--- src/rtl/truth_table_sweeper.sv ---
// -----------------------------------------------------------------------------
// truth_table_sweeper
// Exhaustively walks every input vector of an N_IN-input boolean function that
// is described twice: as a minterm mask (sum of products) and as a maxterm mask
// (product of sums). Both masks are snapshotted on start. Each vector is held
// for STEP cycles while the SoP and PoS values for it are presented. Vectors on
// which the two forms disagree are counted, and the lowest such vector is kept.
//
// Ports
//   clk            rising-edge clock
//   rst            synchronous reset, active high
//   start          begin a sweep (honoured only in IDLE or DONE)
//   min_mask       bit i set -> function is 1 at vector i (SoP form)
//   max_mask       bit i set -> function is 0 at vector i (PoS form)
//   vec            vector currently presented (MSB = first variable)
//   s_sop, s_pos   SoP / PoS value at vec
//   valid          vec, s_sop and s_pos are meaningful
//   busy           sweep in progress
//   done           one-cycle pulse when the sweep completes
//   mismatch_cnt   number of vectors where the two forms disagree
//   err_flag       at least one disagreement in the current/last sweep
//   first_err_idx  lowest disagreeing vector, 0 when err_flag is 0
// -----------------------------------------------------------------------------
module truth_table_sweeper #(
   parameter int N_IN = 4,
   parameter int STEP = 1
) (
   input  logic                   clk,
   input  logic                   rst,
   input  logic                   start,
   input  logic [(1<<N_IN)-1:0]   min_mask,
   input  logic [(1<<N_IN)-1:0]   max_mask,
   output logic [N_IN-1:0]        vec,
   output logic                   s_sop,
   output logic                   s_pos,
   output logic                   valid,
   output logic                   busy,
   output logic                   done,
   output logic [N_IN:0]          mismatch_cnt,
   output logic                   err_flag,
   output logic [N_IN-1:0]        first_err_idx
);

   localparam int NV = 1 << N_IN;
   // A 1-bit hold counter is kept even for STEP=1 so the logic stays uniform.
   localparam int HW = (STEP > 1) ? $clog2(STEP) : 1;

   localparam logic [HW-1:0]   HOLD_LAST = HW'(STEP - 1);
   localparam logic [HW-1:0]   HOLD_ONE  = HW'(1);
   localparam logic [N_IN-1:0] VEC_LAST  = N_IN'(NV - 1);
   localparam logic [N_IN-1:0] VEC_ONE   = N_IN'(1);
   localparam logic [N_IN:0]   CNT_ONE   = (N_IN + 1)'(1);

   typedef enum logic [1:0] {
      IDLE  = 2'd0,
      SWEEP = 2'd1,
      DONE  = 2'd2
   } state_t;

   state_t            state_q, state_d;
   logic [NV-1:0]     min_q, min_d;
   logic [NV-1:0]     max_q, max_d;
   logic [N_IN-1:0]   vec_q, vec_d;
   logic [HW-1:0]     hold_q, hold_d;
   logic              sop_q, sop_d;
   logic              pos_q, pos_d;
   logic              valid_q, valid_d;
   logic              busy_q, busy_d;
   logic              done_q, done_d;
   logic [N_IN:0]     cnt_q, cnt_d;
   logic              err_q, err_d;
   logic [N_IN-1:0]   first_q, first_d;
   logic [N_IN-1:0]   vec_nxt_s;

   // Next-state and next-output computation for the sweep FSM.
   always_comb begin
      state_d   = state_q;
      min_d     = min_q;
      max_d     = max_q;
      vec_d     = vec_q;
      hold_d    = hold_q;
      sop_d     = sop_q;
      pos_d     = pos_q;
      valid_d   = valid_q;
      busy_d    = busy_q;
      done_d    = 1'b0;
      cnt_d     = cnt_q;
      err_d     = err_q;
      first_d   = first_q;
      vec_nxt_s = vec_q + VEC_ONE;

      case (state_q)
         IDLE, DONE: begin
            if (start) begin
               state_d = SWEEP;
               min_d   = min_mask;
               max_d   = max_mask;
               cnt_d   = '0;
               err_d   = 1'b0;
               first_d = '0;
               vec_d   = '0;
               hold_d  = '0;
               // Snapshot is being loaded this edge, so vector 0 is read from the inputs.
               sop_d   = min_mask[0];
               pos_d   = ~max_mask[0];
               valid_d = 1'b1;
               busy_d  = 1'b1;
            end else begin
               state_d = state_q;
            end
         end
         SWEEP: begin
            if (hold_q == HOLD_LAST) begin
               // sop_q/pos_q are aligned with vec_q, so they are compared directly.
               if (sop_q != pos_q) begin
                  cnt_d = cnt_q + CNT_ONE;
                  if (!err_q) begin
                     err_d   = 1'b1;
                     first_d = vec_q;
                  end else begin
                     err_d   = err_q;
                  end
               end else begin
                  cnt_d = cnt_q;
               end
               if (vec_q == VEC_LAST) begin
                  state_d = DONE;
                  hold_d  = '0;
                  sop_d   = 1'b0;
                  pos_d   = 1'b0;
                  valid_d = 1'b0;
                  busy_d  = 1'b0;
                  done_d  = 1'b1;
               end else begin
                  vec_d   = vec_nxt_s;
                  hold_d  = '0;
                  sop_d   = min_q[vec_nxt_s];
                  pos_d   = ~max_q[vec_nxt_s];
               end
            end else begin
               hold_d = hold_q + HOLD_ONE;
            end
         end
         default: begin
            state_d = IDLE;
            valid_d = 1'b0;
            busy_d  = 1'b0;
         end
      endcase
   end

   // State and output registers with synchronous active-high reset.
   always_ff @(posedge clk) begin
      if (rst) begin
         state_q <= IDLE;
         min_q   <= '0;
         max_q   <= '0;
         vec_q   <= '0;
         hold_q  <= '0;
         sop_q   <= 1'b0;
         pos_q   <= 1'b0;
         valid_q <= 1'b0;
         busy_q  <= 1'b0;
         done_q  <= 1'b0;
         cnt_q   <= '0;
         err_q   <= 1'b0;
         first_q <= '0;
      end else begin
         state_q <= state_d;
         min_q   <= min_d;
         max_q   <= max_d;
         vec_q   <= vec_d;
         hold_q  <= hold_d;
         sop_q   <= sop_d;
         pos_q   <= pos_d;
         valid_q <= valid_d;
         busy_q  <= busy_d;
         done_q  <= done_d;
         cnt_q   <= cnt_d;
         err_q   <= err_d;
         first_q <= first_d;
      end
   end

   assign vec           = vec_q;
   assign s_sop         = sop_q;
   assign s_pos         = pos_q;
   assign valid         = valid_q;
   assign busy          = busy_q;
   assign done          = done_q;
   assign mismatch_cnt  = cnt_q;
   assign err_flag      = err_q;
   assign first_err_idx = first_q;

endmodule

--- config.mk ---
export PLATFORM = sky130hd
export DESIGN_NAME = truth_table_sweeper
export DESIGN_NICKNAME = d
export VERILOG_FILES = /design/src/rtl/truth_table_sweeper.sv
export SDC_FILE = /design/constraint.sdc
export NUM_CORES = 1
export LEC_CHECK = 0
export BUFFER_PORTS_ARGS = -buffer_cell sky130_fd_sc_hd__buf_2
export CAP_MARGIN = 20
export CORE_MARGIN = 4
export CORE_UTILIZATION = 44
export DETAILED_ROUTE_END_ITERATION = 10
export PLACE_DENSITY = 0.82
export SKIP_LAST_GASP = 1
export SLEW_MARGIN = 20
export SYNTH_ARGS = -nofsm -noshare
export SYNTH_HDL_FRONTEND = slang
export SYNTH_SLANG_ARGS = --single-unit
export TNS_END_PERCENT = 10
--- constraint.sdc ---
create_clock -name clk -period 1.77 [get_ports clk]
set_input_delay 0.354 -clock clk [delete_from_list [all_inputs] [get_ports clk]]
set_output_delay 0.354 -clock clk [all_outputs]
set_load 0.005 [all_outputs]
### After elaboration in Yosys (flattened, before gate mapping)

Index checks and enable logic that the tools add are counted.

* register bits after elaboration: 53
* input bits: 35
* output and inout port bits: 19
* logic and storage cells: 79

* add/sub/neg operators: 3
* magnitude comparators: 1
* equal/unequal tests: 10
* muxes and demuxes: 39
* bitwise gates (word level): 3
* reductions and logical operators: 11

Operator list (count)
* $mux W4: 6
* $mux W1: 16
* $pmux W4 S2: 2
* $mux W5: 3
* $ne A2 B2 Y1 const B: 6
* $pmux W1 S2: 5
* $pmux W5 S2: 1
* $bmux W1 S4: 2
* $reduce_and A4 Y1: 2
* $mux W2: 3
* $reduce_and A3 Y1: 2
* $add A5 B1 Y5 const B: 1
* $lt A4 B5 Y1 const B: 1
* $reduce_and A5 Y1: 1
* $add A4 B1 Y4 const B: 1
* $eq A4 B4 Y1 const B: 1
* $pmux W2 S2: 1
* $reduce_and A2 Y1: 2
* $not A1 Y1: 3
* $reduce_or A3 Y1: 1
* $eq A2 B1 Y1 const B: 1
* $eq A2 B2 Y1 const B: 1
* $logic_not A2 Y1: 1
* $reduce_bool A2 Y1: 1
* 3 further kinds: 3

### Longest topological paths before layout

* word-level depth: 7
* gate-level depth with buffers: 6
* depth with buffers taken out: 5

### Worst setup path after synthesis

Ideal clock, no wire load.

* path kind: reg2reg
* start point: reg vec_q[1], in the netlist vec[1]
* end point: reg sop_q, in the netlist s_sop
* library setup time: 0.088 ns
* arrival: 1.756 ns
* required time: 1.682 ns
* setup slack: -0.074 ns
* stages on the path, launching flop included: 6
* path buffers: 0
* clock period less this slack: 1.844 ns
* path through: dfxtp_1 ha_1 xor2_1 mux4_2 and2_1 o32ai_2

* word-level cells in the longest chain between the ends: 6
* elaborated cells between the ends (all ways): 7
* classes of those cells: 1 x add/sub; 1 x eq/ne; 5 x mux

Ends and longest elaborated chain
* start: declaration: RTL line 63 `logic [N_IN-1:0] vec_q, vec_d;`
* start signal: assignment: RTL line 172 `vec_q <= vec_d;`
* $add A4 B1 Y4: RTL line 90 `vec_nxt_s = vec_q + VEC_ONE;`
* $bmux W1 S4: RTL line 137 `sop_d = min_q[vec_nxt_s];`
* $mux W1 (not written as such): RTL line 137
* $mux W1 (*): RTL line 126 `if (vec_q == VEC_LAST) begin`
* $mux W1 (*): RTL line 113 `if (hold_q == HOLD_LAST) begin`
* $pmux W1 S2 (*): RTL line 92 `case (state_q)`
* end signal: assignment: RTL line 174 `sop_q <= sop_d;`
* end: declaration: RTL line 65 `logic sop_q, sop_d;`

Mark *: on every way between the ends. The rest lies on a longest branch, timed or not. The select of a mux whose other input is x is not followed.
A chain may end at the register's enable or synchronous reset.

### Final worst setup path

* start point: reg vec_q[0], in the netlist vec[0]
* end point: reg sop_q, in the netlist s_sop

The elaborated chain is that of the path after synthesis.

==> flow_summary.ini <==
[global_routing]
grt_busiest_layer = met2
grt_use_met3 = 0.03924
grt_pass1_vias = 1925
antenna_found_initial = 0
met1_usage = 0.2163
grt_use_total = 0.1726
grt_max_degree = 36
grt_pass1_wl_um = 8852
grt_use_met2 = 0.2947
grt-ovfl-total = 0

[clocking]
cts.sinks = 52
root_buffer = clkbuf_8
h-tree-depth = 2
cts_buffers = 5
cts_tree = built
cts.clk_slew.worst_paths_ns = 0.09
clockBufferDepth = 2
clk_latency_ns = 0.30

[critical_path]
crit_buf_inv = 1
critPathTopFamily = multiplexers
worst-path-stages = 6
crit_type = reg2reg
reg2reg_from = vec[0]
required_ns = 1.99
critPathCapture = s_sop
start_kind = flip-flop
cp-startpoint = vec[0]
regToRegSetupSlack_ns = 0.02
critPathArrivalTime_ns = 1.97
cp-end-kind = flip-flop
timing.rr.end = s_sop
path_cells = ha_4, buf_6, mux2i_1, mux4_2, and2_4, o32ai_2
slowest_stage = mux4_2
reg2reg_depth = 6
crit_fanout = 5
cpPeakStageDelay_ns = 0.46

[detailed_routing]
drc = 0
dr.pass1.iters = 4
via_per_inst = 5.276
dr_total_vias = 2084
routedWlPerCell_um = 13.65
initialDrtViolationCount = 75
drt-total-wl_um = 5390
ant_nets = 0

[placement]
dp_slack_ns = -0.04631
hpwl_um = 3779
io_buffers = 53
place.gp.congestion = 0.8136

[final_layout]
seq_area_um2 = 1044
final_layout_size_suffix_gt1_frac = 0.2769
multi_input_area_um2 = 1195
antenna_cells = 0
areaGrowthSynthToFinish_pct = 23.71
utilization = 0.5625
fin_nets = 361
final.fill_count = 452

[floorplan]
rows = 26
start_util = 0.4547
core_area_um2 = 5107
die_w_um = 80.65
die_area_um2 = 6504
fp.dieH_um = 80.65
ios = 54

[synth]
yosys_warnings = 0
yosys.cell_types.count = 37
yosys.area.top_type = dfxtp_1
syn_nets = 305
synth_area_leaders = dfxtp_1, nand2_1, a21oi_1
synth_area_per_cell_um2 = 8.665
synth_area_um2 = 2322
yosys.area.top_type_share = 0.4483
synth_seq_cells = 52
seq_area_frac_synth = 0.4483
synth_cells = 268

[sta]
maxSlewHeadroom = 0.6763
holdWs_ns = 0.2820
fin_crit_ns = 1.745
fin_worst_skew_ns = 0.005149
fmax_ghz = 0.5729
maxSlewViolCount = 0
rsz0062_at_grt = yes
tightest_slew_ns = 0.4855
layout_setup_ws_ns = 0.02460
timing.final.crit_share = 0.9861
hold_viol = 0
setup_violations = 0

[power]
p_leak_nw = 1.177
swShare = 0.2419
comb_power_share = 0.149
p_switching_mw = 0.6083
p_int_mw = 1.907
ir_drop_mv = 0.5860
pwr-share-seq = 0.505
pwr-share-clk = 0.346
p_per_area_nw_per_um2 = 875.5

[run_status]
status = finished, final reports clean

[job]
maxCapViolations = 0

[worst_hold_path]
hold_class = in2reg
==> sequential cells by signal (all words and copies together), names as in the netlist <==
signal,flops
vec,4
min_q,16
first_err_idx,4
err_flag,1
state_q,2
done,1
s_sop,1
busy,1
mismatch_cnt,5
max_q,16
s_pos,1
==> worst register-to-register path, stage by stage, from the launching register on <==
cell     delay [ns]
dfxtp_2        0.35
ha_4           0.32
buf_6          0.14
mux2i_1        0.07
mux4_2         0.46
and2_4         0.15
o32ai_2        0.18
==> cell type report <==
| type | count | share of cell area |
|---|---|---|
| clock inverters | 1 | 0.01045 |
| well taps | 70 | 0.03049 |
| clock buffers | 7 | 0.03354 |
| multi-input cells | 193 | 0.4159 |
| inverters | 2 | 0.002613 |
| flip-flops and latches | 52 | 0.3632 |
| repair buffers | 70 | 0.1437 |
==> how the worst min path moves through the flow <==
stage                       startpoint        end  slack [ns]  cells after the start
after detailed placement      max_q[9]   max_q[9]        0.44                      2
after global routing      max_mask[13]  max_q[13]        0.27                      3
after CTS                  min_mask[7]   min_q[7]        0.28                      3
final                     max_mask[13]  max_q[13]        0.28                      3
after floorplan              max_q[11]  max_q[11]        0.43                      2
after global placement        max_q[8]   max_q[8]        0.44                      2
==> logic make-up after synthesis <==
logic type / after synthesis / synth area share
xor+xnor: 2 / 0.007544
buf+inv: 23 / 0.04687
mux: 16 / 0.1164
simple gates: 104 / 0.2015
flops: 52 / 0.4483
fa+ha+maj: 2 / 0.01077
compound gates: 69 / 0.1687
==> per-stage QoR <==
step | total power, mW | setup TNS (ns) | cells | area [um^2]
after floorplan | 1.523 | -0.006950 | 268 | 2344
after global placement | 1.634 | 0 | 384 | 2715
after detailed placement | 1.648 | -0.04631 | 384 | 2715
after CTS | 2.523 | 0 | 394 | 2868
after global routing | 2.627 | -0.06286 | 395 | 2873
final | 2.515 | 0 | 395 | 2873
==> Yosys cell counts <==
library cell / instances
buf_6: 2
a21o_1: 1
and4b_1: 1
nor3_1: 5
or4b_1: 2
buf_4: 1
mux4_1: 6
a21oi_1: 49
inv_1: 2
nor2b_1: 3
buf_2: 3
a41o_1: 1
or4_1: 2
xor2_1: 1
o32ai_2: 1
o21bai_1: 1
nand3b_1: 3
o21a_1: 1
a311oi_1: 2
a211oi_1: 4
clkbuf_1: 15
dfxtp_1: 52
nand2b_1: 2
mux2i_1: 9
xnor2_1: 1
and2_1: 3
ha_1: 2
nand2_1: 66
o211ai_1: 1
a31oi_1: 2
nor2_1: 11
nor4_1: 1
nand3_1: 3
nand4_1: 1
o21ai_0: 6
mux4_2: 1
or3b_2: 1
==> per-layer routing <==
metal | wire length [um] | part of all wire
met4 | 59 | 0.011
met2 | 2669 | 0.50
met3 | 278 | 0.052
met1 | 2383 | 0.44
met5 | 0 | 0
==> placed cells by master (no fill, tap or decap), types with 2 or more instances in the layout <==
cell,Yosys,layout
nor2_1,11,11
nand3b_1,3,3
a311oi_1,2,2
dfxtp_1,52,50
o21ai_0,6,6
buf_2,3,53
dfxtp_2,0,2
or4b_1,2,2
clkbuf_8,0,7
a31oi_1,2,2
a211oi_1,4,3
buf_4,1,14
inv_1,2,2
nor3_1,5,5
nand2_1,66,66
nand3_1,3,3
mux4_2,1,3
buf_6,2,2
and2_1,3,2
mux4_1,6,4
a21oi_1,49,49
or4_1,2,2
nand2b_1,2,2
nor2b_1,3,2
mux2i_1,9,9
==> timing repair <==
item | 4_1_cts | 5_1_grt
gates resized for setup | 5 | 3
setup buffers | 2 | 1
hold buffers | 0 | 0
endpoints found under the setup margin | 1 | 2
pin swaps | 2 | 2
==> power groups by stage <==
| stage | clock network [mW] | registers, mW | logic [mW] |
|---|---|---|---|
| after floorplan | 0 | 1.28 | 0.238 |
| final | 0.869 | 1.27 | 0.375 |
| after global routing | 0.932 | 1.28 | 0.416 |
| after global placement | 0 | 1.29 | 0.340 |
| after detailed placement | 0 | 1.30 | 0.351 |
| after CTS | 0.887 | 1.27 | 0.366 |
No activity file was read; power rests on OpenSTA's default activity.
